File: config.mk
export PLATFORM = sky130hd
export DESIGN_NAME = cam_dvp_stream_gen
export DESIGN_NICKNAME = d
export VERILOG_FILES = /design/src/rtl/cam_dvp_stream_gen.sv
export SDC_FILE = /design/constraint.sdc
export NUM_CORES = 1
export LEC_CHECK = 0
export CAP_MARGIN = 10
export CORE_ASPECT_RATIO = 1.2
export CORE_MARGIN = 2
export CORE_UTILIZATION = 62
export DETAILED_ROUTE_END_ITERATION = 10
export PLACE_DENSITY = 0.86
export SKIP_LAST_GASP = 1
export SLEW_MARGIN = 20
export SYNTH_ARGS = -nofsm -noshare
export SYNTH_HDL_FRONTEND = slang
export SYNTH_SLANG_ARGS = --single-unit
export TNS_END_PERCENT = 10
File: constraint.sdc
create_clock -name clk -period 8.5 [get_ports clk]
set_clock_uncertainty 0.2 [all_clocks]
set_input_delay 2.125 -clock clk [delete_from_list [all_inputs] [get_ports clk]]
set_output_delay 2.125 -clock clk [all_outputs]
set_load 0.1 [all_outputs]
File: src/rtl/cam_dvp_stream_gen.sv
// OV7670-style DVP transmitter: vsync/href/byte timing carrying
// deterministic RGB565 test patterns, two bytes per pixel.
module cam_dvp_stream_gen #(
    parameter int H_ACTIVE    = 640,
    parameter int V_ACTIVE    = 480,
    parameter int H_BLANK     = 144,
    parameter int VSYNC_LINES = 3,
    parameter int V_BACK      = 17,
    parameter int V_FRONT     = 10
) (
    input  logic        clk,
    input  logic        rst_n,
    input  logic        byte_tick,
    input  logic        enable,
    input  logic [1:0]  pattern_sel,
    input  logic [15:0] solid_color,
    output logic        cam_vsync,
    output logic        cam_href,
    output logic [7:0]  cam_data,
    output logic        frame_start,
    output logic [7:0]  frame_count
);

    localparam int L   = 2 * H_ACTIVE + H_BLANK;
    localparam int BCW = $clog2(L);
    localparam int LCW = $clog2(V_ACTIVE + VSYNC_LINES + V_BACK + V_FRONT + 1);
    localparam logic [15:0] BAR_DIV = 16'(H_ACTIVE / 8);

    typedef enum logic [2:0] {
        IDLE,
        VSYNC,
        VBACK,
        ACTIVE,
        VFRONT
    } state_t;

    state_t         state, state_n;
    logic [BCW-1:0] bc, bc_n;
    logic [LCW-1:0] lc, lc_n;
    logic [LCW-1:0] n_lines;
    logic [1:0]     pat_q;
    logic [15:0]    solid_q;
    logic           start_n;
    logic           wrap_n;
    logic           last_bc;
    logic           last_ln;
    logic [15:0]    x16;
    logic [15:0]    bar;
    logic [15:0]    pix;
    logic           vsync_n;
    logic           href_n;
    logic [7:0]     data_n;

    function automatic logic [15:0] bar_color(input logic [2:0] idx);
        unique case (idx)
            3'd0:    bar_color = 16'hFFFF;
            3'd1:    bar_color = 16'hFFE0;
            3'd2:    bar_color = 16'h07FF;
            3'd3:    bar_color = 16'h07E0;
            3'd4:    bar_color = 16'hF81F;
            3'd5:    bar_color = 16'hF800;
            3'd6:    bar_color = 16'h001F;
            default: bar_color = 16'h0000;
        endcase
    endfunction

    always_comb begin
        unique case (state)
            VSYNC:   n_lines = LCW'(VSYNC_LINES);
            VBACK:   n_lines = LCW'(V_BACK);
            ACTIVE:  n_lines = LCW'(V_ACTIVE);
            default: n_lines = LCW'(V_FRONT);
        endcase
    end

    assign last_bc = (bc == BCW'(L - 1));
    assign last_ln = (lc == n_lines - 1'b1);

    always_comb begin
        state_n = state;
        bc_n    = bc;
        lc_n    = lc;
        start_n = 1'b0;
        wrap_n  = 1'b0;
        if (state == IDLE) begin
            if (enable) begin
                state_n = VSYNC;
                start_n = 1'b1;
            end
        end else if (!last_bc) begin
            bc_n = bc + 1'b1;
        end else begin
            bc_n = '0;
            if (!last_ln) begin
                lc_n = lc + 1'b1;
            end else begin
                lc_n = '0;
                unique case (state)
                    VSYNC:  state_n = VBACK;
                    VBACK:  state_n = ACTIVE;
                    ACTIVE: state_n = VFRONT;
                    default: begin
                        wrap_n = 1'b1;
                        if (enable) begin
                            state_n = VSYNC;
                            start_n = 1'b1;
                        end else begin
                            state_n = IDLE;
                        end
                    end
                endcase
            end
        end
    end

    // Pixel for the position the outputs will show after this tick.
    always_comb begin
        x16 = 16'(bc_n >> 1);
        bar = x16 / BAR_DIV;
        unique case (pat_q)
            2'd0:    pix = solid_q;
            2'd1:    pix = bar_color((bar > 16'd7) ? 3'd7 : bar[2:0]);
            2'd2:    pix = {x16[7:3], x16[7:2], x16[7:3]};
            default: pix = {8'(lc_n), x16[7:0]};
        endcase
    end

    assign vsync_n = (state_n == VSYNC);
    assign href_n  = (state_n == ACTIVE) && (bc_n < BCW'(2 * H_ACTIVE));
    assign data_n  = !href_n ? 8'h00 : (bc_n[0] ? pix[7:0] : pix[15:8]);

    always_ff @(posedge clk or negedge rst_n) begin
        if (!rst_n) begin
            state       <= IDLE;
            bc          <= '0;
            lc          <= '0;
            pat_q       <= '0;
            solid_q     <= '0;
            cam_vsync   <= 1'b0;
            cam_href    <= 1'b0;
            cam_data    <= 8'h00;
            frame_start <= 1'b0;
            frame_count <= 8'h00;
        end else begin
            frame_start <= 1'b0;
            if (byte_tick) begin
                state       <= state_n;
                bc          <= bc_n;
                lc          <= lc_n;
                cam_vsync   <= vsync_n;
                cam_href    <= href_n;
                cam_data    <= data_n;
                frame_start <= start_n;
                if (start_n) begin
                    pat_q   <= pattern_sel;
                    solid_q <= solid_color;
                end
                if (wrap_n) begin
                    frame_count <= frame_count + 8'd1;
                end
            end
        end
    end

endmodule
# Yosys cells after proc, flatten, opt, wreduce, memory -nomap -nowiden
# Index checks and enable logic that the tools add are counted.
dict set report op_classes {
  addsub 4
  div_mod_pow 1
  n_lt_le_gt_ge 2
  n_eq_ne 15
  n_mux 27
  n_bitwise 1
  reduce_logical 8
}
# cell count
set ops {}
lappend ops {{$pmux 16 s7} 1}
lappend ops {{$pmux 16 s3} 1}
lappend ops {{$mux 8} 4}
lappend ops {{$pmux 9 s3} 1}
lappend ops {{$mux 11} 2}
lappend ops {{$div 10x7->16 const B} 1}
lappend ops {{$gt 16x3->1 const B} 1}
lappend ops {{$eq 3x2->1 const B} 5}
lappend ops {{$mux 3} 5}
lappend ops {{$add 11x1->11 const B} 1}
lappend ops {{$eq 11x11->1 const B} 1}
lappend ops {{$lt 11x11->1 const B} 1}
lappend ops {{$mux 1} 11}
lappend ops {{$add 9x1->9 const B} 1}
lappend ops {{$eq 3x1->1 const B} 3}
lappend ops {{$eq 3x3->1 const B} 3}
lappend ops {{$eq 9x9->1} 1}
lappend ops {{$mux 9} 1}
lappend ops {{$pmux 3 s3} 1}
lappend ops {{$sub 9x1->9 const B} 1}
lappend ops {{$add 8x1->8 const B} 1}
lappend ops {{$logic_not 3->1} 2}
lappend ops {{$reduce_and 2->1} 2}
lappend ops {{$reduce_and 3->1} 1}
lappend ops {{6 further kinds} 6}
dict set report totals {
  register_bits 60
  wordCells 69
}

# Logic depth before layout (Yosys ltp)
# Gate-level depths: netlist of the first run.
dict set report logic_depth {
  ltp_word 11
  mapped_depth 15
  mapped_depth_nobuf 13
}

# Worst setup path before layout of the first run
# OpenSTA, ideal clock, no wires.
dict set report synth_path {
  kind {input -> register}
  from {in enable}
  to {reg cam_data[1]}
  arrival_ns 3.250
  required_time_ns 8.199
  setup_slack_ns 4.950
  cell_stages 6
  cell_sequence {nor2b_1 a41oi_1 o311ai_2 nand4_2 a2111o_1 o311ai_2}
}
dict set report synth_via {
  elab_chain_len 8
}
# item line
set synth_rtl {}
lappend synth_rtl {{start: declaration} 14} ;# input logic enable,
lappend synth_rtl {{$mux 1} 104} ;# if (enable) begin
lappend synth_rtl {{$pmux 3 s3} 98} ;# unique case (state)
lappend synth_rtl {{$mux 3} 94} ;# if (!last_ln) begin
lappend synth_rtl {{$mux 3} 90} ;# end else if (!last_bc) begin
lappend synth_rtl {{$mux 3 (*)} 85} ;# if (state == IDLE) begin
lappend synth_rtl {{$eq 3x2->1 (*)} 129} ;# assign href_n = (state_n == ACTIVE) && (bc_n < BCW'(2 * H_ACTIVE));
lappend synth_rtl {{$logic_and 1x1->1 (*)} 129}
lappend synth_rtl {{$mux 8 (*)} 130} ;# assign data_n = !href_n ? 8'h00 : (bc_n[0] ? pix[7:0] : pix[15:8]);
lappend synth_rtl {{end signal: assignment} 152} ;# cam_data <= data_n;
lappend synth_rtl {{end: declaration} 19} ;# output logic [7:0] cam_data,
# Mark *: on every way between the ends. The rest lies on a longest branch, timed or not.
# A chain may end at the register's enable or synchronous reset.

# Final worst setup path of the first run
dict set report layout_path {
  from {reg frame_count[0]}
  to {out frame_count[0]}
}
# item line
set layout_rtl {}
lappend layout_rtl {{start: declaration} 21} ;# output logic [7:0] frame_count
lappend layout_rtl {{start signal: assignment} 159} ;# frame_count <= frame_count + 8'd1;
# No word-level cell between the ends.

==> results.py, run 1 <==
metrics = {
    "die": {
        "rows": 32,
        "die_y_um": 91.9,
        "core_area_mm2": 0.00633,
        "initial_core_util_pct": 63.1,
        "boundaryPins": 41,
        "die_w_um": 77.2,
        "die-area_mm2": 0.00709,
    },
    "timing": {
        "worstMarginPinSlew_ns": 1.02,
        "timing.hold.ws_ns": 0.272,
        "tns_ns": 0,
        "fmax_mhz": 233,
        "slew_viol_final": 0,
        "fin_crit_sh_pct": 50.5,
        "slew_headroom_pct": 32.3,
        "fin_crit_ns": 4.29,
        "setup_violations": 0,
        "rsz0062_at_grt": "no",
        "finalHoldViolations": 0,
    },
    "power_and_ir_drop": {
        "p_leak_nw": 1.84,
        "max-vdd-ir-drop_mv": 0.145,
        "power_uw": 875,
        "powerDensity_mw_per_mm2": 191,
    },
    "layout": {
        "finalNonFillerCells": 550,
        "area.growth.synth_to_final_pct": 14.6,
        "nets": 486,
        "diodes": 0,
        "num-fill-cells": 508,
        "drive_gt1_share_pct": 13.8,
        "finalInstanceArea_mm2": 0.00457,
    },
    "setup_path": {
        "path_delay_family": "buffers and inverters",
        "path_max_fanout": 6,
        "max_stage_delay_ns": 1.18,
        "path_cells": "clkdlybuf4s50_1",
        "critPathKind": "register to primary output",
        "worst_r2r_path_depth": 11,
        "reg2reg_to": "solid_q[13]",
        "cp.arrival_ns": 1.96,
        "r2r_slack_ns": 4.28,
        "path_buf_inv": 1,
        "cp-start-kind": "register",
        "end_kind": "primary output",
        "r2r_start": "state[0]",
        "required_ns": 6.18,
        "slowest_stage": "clkdlybuf4s50_1",
    },
    "synth": {
        "async_flop_share_pct": 100,
        "yosysSeqAreaShare_pct": 37.6,
        "syn_inst": 435,
        "yosys_register_bits": 60,
        "yosysWarnings": 0,
        "synth_edf_count": 0,
        "syn_area_per_cell_um2": 9.17,
        "yosysUniqueCellTypes": 74,
        "synth_fp_nets": 461,
        "synth_flop_cell": "dfrtp_1",
        "synth_area_mm2": 0.00399,
    },
    "clocking": {
        "clk_path_buf_depth": 2,
        "post_cts_buffers": 0,
        "numCtsBuffers": 9,
        "cts_tree": "yes",
        "cts_hold_buf": 0,
        "clkSinkCount": 60,
        "ctsResizeCount": 0,
        "htreeDepth": 3,
        "clock_latency_ns": 0.34,
        "root_buffer": "clkbuf_8",
        "path_clk_slew_ns": 0.07,
    },
    "route": {
        "drt-initial-drc-count": 343,
        "dr.pass1.iters": 5,
        "wl_um": 9670,
        "wl_per_cell_um": 17.6,
        "vias": 3524,
        "ant_nets": 0,
        "via_per_inst": 6.41,
        "drc_errors": 0,
    },
    "global_route": {
        "antenna_found_initial": 0,
        "grt_max_degree": 61,
        "grt_overflow": 0,
        "grt_pass1_vias": 3427,
        "grt_pass1_wl_um": 16400,
        "grtUsageTotal_pct": 29.0,
    },
    "worst_hold_path": {
        "min-delay-start": "frame_count[7]",
        "hold_class": "register to register",
        "hold_path_end": "frame_count[7]",
        "min_path_cells": 1,
    },
    "placement": {
        "place_congestion": 0.873,
        "portBuffers": 40,
        "dpl.cell_count": 534,
        "dp_hpwl_um": 6950,
        "postPlaceCellArea_mm2": 0.00437,
    },
    "status": {
        "outcome": "finished clean",
    },
    "run": {
        "drv_cap": 0,
    },
}
## final cells by class
cell class / count / area (µm²) / share of cell area (%)
Multi-Input combinational cell: 334 / 2300 / 50.4
Sequential cell: 60 / 1500 / 32.8
Timing Repair Buffer: 42 / 410 / 8.97
Clock buffer: 12 / 155 / 3.39
Tap cell: 85 / 106 / 2.33
Inverter: 13 / 48.8 / 1.07
Clock inverter: 4 / 47.5 / 1.04
## where the power goes
part	total (mW)	internal, mW	switching (mW)
combinational	0.236	0.0991	0.137
clock	0.260	0.150	0.109
sequential	0.379	0.318	0.0609
## layer usage
| metal | global-route usage (%) | routed length (µm) | share of wire [%] | vias to the layer above |
|---|---|---|---|---|
| li1 | - | - | - | 1655 |
| met4 | 10.6 | 274 | 2.8 | 0 |
| met5 | 0 | 0 | 0 | - |
| met1 | 36.9 | 4030 | 42 | 1682 |
| met2 | 48.7 | 4760 | 49 | 161 |
| met3 | 6.20 | 594 | 6.1 | 26 |
## Yosys cell counts, drive strengths merged, types with 2 or more instances
library cell / instances / area (µm²)
dfrtp: 60 / 1500
nand2: 50 / 190
o21ai: 35 / 175
nor2: 31 / 121
a21oi: 24 / 120
mux2: 20 / 225
buf: 19 / 105
xnor2: 19 / 166
nand3: 16 / 90.1
inv: 13 / 48.8
nor3: 13 / 91.3
and2: 9 / 56.3
clkbuf: 9 / 33.8
nand4: 8 / 62.6
xor2: 8 / 77.6
a31oi: 7 / 58.8
o22ai: 7 / 43.8
and3: 6 / 37.5
or3: 6 / 42.5
a21o: 5 / 37.5
nand2b: 5 / 38.8
o31ai: 5 / 37.5
a211oi: 4 / 30.0
a221oi: 4 / 58.8
ha: 4 / 50.1
o211ai: 4 / 30.0
a2111o: 3 / 33.8
a2111oi: 3 / 45.1
and4: 3 / 26.3
nor4: 3 / 40.0
o311ai: 3 / 41.3
a311oi: 2 / 17.5
a41o: 2 / 20.0
a41oi: 2 / 17.5
nor2b: 2 / 12.5
o221ai: 2 / 17.5
o32ai: 2 / 17.5
## sequential cells by signal, summed over array words and instances (netlist names), 2 cells and up
signal / cells
solid_q: 16
bc: 11
lc: 9
cam_data: 8
frame_count: 8
state: 3
pat_q: 2
## worst max path at each step
stage | start | endpoint | depth (start not counted)
3_3_place_gp | byte_tick | solid_q[3] | 5
6_report | frame_count[0] | frame_count[0] | 1
3_5_place_dp | byte_tick | solid_q[13] | 5
5_1_grt | state[0] | solid_q[13] | 11
4_1_cts | frame_count[0] | frame_count[0] | 1
2_1_floorplan | enable | cam_data[1] | 6
## metrics by stage
| stage | worst slack (ns) | util, % |
|---|---|---|
| 3_3_place_gp | 4.00 | 69.1 |
| 4_1_cts | 4.19 | 72.3 |
| 3_5_place_dp | 3.94 | 69.1 |
| 2_1_floorplan | 4.95 | - |
| 6_report | 4.21 | 72.3 |
| 5_1_grt | 3.99 | 72.3 |
## cells in the final DEF, fill, tap and decap left out, types with 3 or more instances in the layout
cell,synthesis,layout
nand3_1,14,14
xnor2_1,19,19
dfrtp_1,60,60
inv_1,13,13
nor3_2,3,3
nor3_1,9,9
mux2_2,20,20
o211ai_1,4,4
and2_1,8,8
clkbuf_8,0,11
a21o_1,5,5
nand2b_1,4,4
o31ai_1,5,5
a31oi_1,6,6
or3_1,5,5
nand4_1,6,6
o21ai_0,33,33
nand2_1,49,49
clkdlybuf4s50_1,0,39
nor2_1,29,29
xor2_1,7,7
ha_1,4,4
a2111o_1,3,3
and4_1,3,3
a21oi_1,24,23
a211oi_1,4,4
and3_1,6,6
o22ai_1,7,7
## cell families after synthesis
logic type	count (synthesis)	share of synthesized area [%]
and+or+nand+nor	155	20.8
muxes	21	5.90
DFF	60	37.6
xor gates and xnor gates	27	6.12
AOI/OAI and AO/OA	127	23.6
adders and majority gates	4	1.25
buffers and inverters	41	4.71
(Power assumes the default switching activity.)
==> run 2, diff against run 1 <==
--- a/config.mk
+++ b/config.mk
@@ -8,9 +8,9 @@
 export CAP_MARGIN = 10
 export CORE_ASPECT_RATIO = 1.2
 export CORE_MARGIN = 2
-export CORE_UTILIZATION = 62
+export CORE_UTILIZATION = 52
 export DETAILED_ROUTE_END_ITERATION = 10
-export PLACE_DENSITY = 0.86
+export PLACE_DENSITY = 0.77
 export SKIP_LAST_GASP = 1
 export SLEW_MARGIN = 20
 export SYNTH_ARGS = -nofsm -noshare
==> constraint.sdc (replaced) <==
create_clock -name clk -period 3.8 [get_ports clk]
set_clock_uncertainty 0.2 [all_clocks]
set_input_delay 0.95 -clock clk [delete_from_list [all_inputs] [get_ports clk]]
set_output_delay 0.95 -clock clk [all_outputs]
set_load 0.1 [all_outputs]
==> run 2 against run 1 <==
Combinational power rose by 130%; critical path type is now register to register; clock power is 93% higher; count of clock-buffer cells in the layout down 2; critical path depth up 11; global-route usage is 3.4 points lower; worst hold slack hardly changed; routed wire length up 4.5%; sequential cell count unchanged; design area hardly changed; via count grew 1.0%; cell count up 2.7%.
==> results.py, run 2 (same netlist as run 1, synthesis figures left out) <==
metrics = {
    "clocking": {
        "path_clk_slew_ns": 0.07,
        "post_cts_buffers": 0,
        "cts_hold_buf": 0,
        "clock_latency_ns": 0.35,
        "clkSinkCount": 60,
        "cts_tree": "yes",
        "numCtsBuffers": 9,
        "root_buffer": "clkbuf_8",
        "clk_path_buf_depth": 2,
        "ctsResizeCount": 0,
        "htreeDepth": 3,
    },
    "global_route": {
        "grt_max_degree": 33,
        "antenna_found_initial": 0,
        "grt_pass1_wl_um": 17000,
        "grt_pass1_vias": 3457,
        "grt_overflow": 0,
        "grtUsageTotal_pct": 25.6,
    },
    "timing": {
        "timing.hold.ws_ns": 0.272,
        "slew_headroom_pct": 50.0,
        "slew_viol_final": 0,
        "fin_crit_ns": 3.51,
        "worstMarginPinSlew_ns": 0.750,
        "fmax_mhz": 285,
        "finalHoldViolations": 0,
        "setup_violations": 0,
        "fin_ws_ns": 0.288,
        "tns_ns": 0,
        "rsz0062_at_grt": "no",
        "fin_crit_sh_pct": 92.4,
    },
    "layout": {
        "largest_reg_flops": 16,
        "drive_gt1_share_pct": 19.5,
        "layout_commonest_cell": "dfrtp_1",
        "area.growth.synth_to_final_pct": 14.6,
        "largest_register": "solid_q",
        "nets": 496,
        "finalNonFillerCells": 565,
        "final_cell_mix": "dfrtp_1, nand2_1, o21ai_0, buf_4, nor2_1",
        "diodes": 0,
        "reg_top3": "solid_q (16), bc (11), lc (9)",
        "num-fill-cells": 663,
    },
    "route": {
        "vias": 3560,
        "via_per_inst": 6.30,
        "dr.pass1.iters": 4,
        "drc_errors": 0,
        "ant_nets": 0,
        "wl_um": 10100,
        "wl_per_cell_um": 17.9,
        "drt-initial-drc-count": 347,
    },
    "setup_path": {
        "path_max_fanout": 10,
        "end_kind": "register",
        "required_ns": 3.85,
        "worst_r2r_path_depth": 12,
        "cp-start-kind": "register",
        "cp.arrival_ns": 3.56,
        "critPathKind": "register to register",
    },
    "placement": {
        "dp_hpwl_um": 7410,
        "place_congestion": 0.897,
        "place_worst_setup_slack_ns": 0.302,
        "dpl.cell_count": 551,
        "portBuffers": 40,
    },
    "power_and_ir_drop": {
        "p_leak_nw": 1.90,
        "p_sw_uw": 703,
        "combPwrFrac_pct": 28.2,
        "p_seq_share_pct": 45.1,
        "powerDensity_mw_per_mm2": 412,
        "swShare_pct": 37.3,
        "pwr-share-clk_pct": 26.6,
        "internal-power_mw": 1.18,
        "max-vdd-ir-drop_mv": 0.331,
        "power_mw": 1.88,
    },
    "die": {
        "boundaryPins": 41,
        "rows": 35,
        "die_y_um": 99.9,
        "core_area_mm2": 0.00758,
        "initial_core_util_pct": 52.7,
        "die-area_mm2": 0.00839,
        "die_w_um": 84.0,
    },
    "run": {
        "drv_cap": 0,
    },
    "status": {
        "outcome": "finished clean",
    },
    "worst_hold_path": {
        "hold_class": "register to register",
        "min_path_cells": 1,
    },
}
## run 2: cell type report
cell class	count	area, µm²	share of cell area, %
sequential	60	1500	32.8
clock buffer	10	138	3.01
clock inverter	4	27.5	0.602
inverter	13	48.8	1.07
timing repair buffer	52	438	9.58
tap	92	115	2.52
multi-input combinational	334	2300	50.4
## run 2: worst paths after layout
path                                start        endpoint  slack (ns)
min in group asynchronous           rst_n  frame_count[4]        0.46
hold reg to reg            frame_count[7]  frame_count[7]        0.27
hold / removal             frame_count[7]  frame_count[7]        0.27
setup / recovery                 state[1]     cam_data[1]        0.29
setup reg to reg                 state[1]     cam_data[1]        0.29
max in group asynchronous           rst_n     cam_data[5]        2.09
## run 2: critical path: stages (launching register included)
cell and delay, ns:
dfrtp_1 0.41, xnor2_1 0.14, nor2_1 0.22, inv_1 0.12, ha_1 0.24, nor2_1 0.13, o21ai_0 0.17, a2111o_1 0.48
nor3_2 0.28, o22a_1 0.19, nand4_2 0.27, a2111o_1 0.47, o311ai_2 0.09
## run 2: through the flow
| stage | util, % | area, µm² |
|---|---|---|
| 2_1_floorplan | - | 3990 |
| 3_3_place_gp | 58.2 | 4410 |
| 3_5_place_dp | 58.2 | 4410 |
| 4_1_cts | 60.3 | 4570 |
| 5_1_grt | 60.3 | 4570 |
| 6_report | 60.3 | 4570 |
## run 2: power by group through the flow
stage | Sequential (mW) | Clock (mW) | Combinational, mW
6_report | 0.851 | 0.502 | 0.532
5_1_grt | 0.866 | 0.543 | 0.586
4_1_cts | 0.848 | 0.515 | 0.524
3_5_place_dp | 0.858 | 0 | 0.519
3_3_place_gp | 0.855 | 0 | 0.511
2_1_floorplan | 0.763 | 0 | 0.468
## run 2: metal layers
layer | track usage, % | part of all wire [%] | vias to the layer above
li1 | - | - | 1673
met1 | 31.4 | 42 | 1720
met2 | 42.9 | 49 | 136
met3 | 4.85 | 5.2 | 31
met4 | 13.5 | 3.6 | 0
met5 | 0 | 0 | -
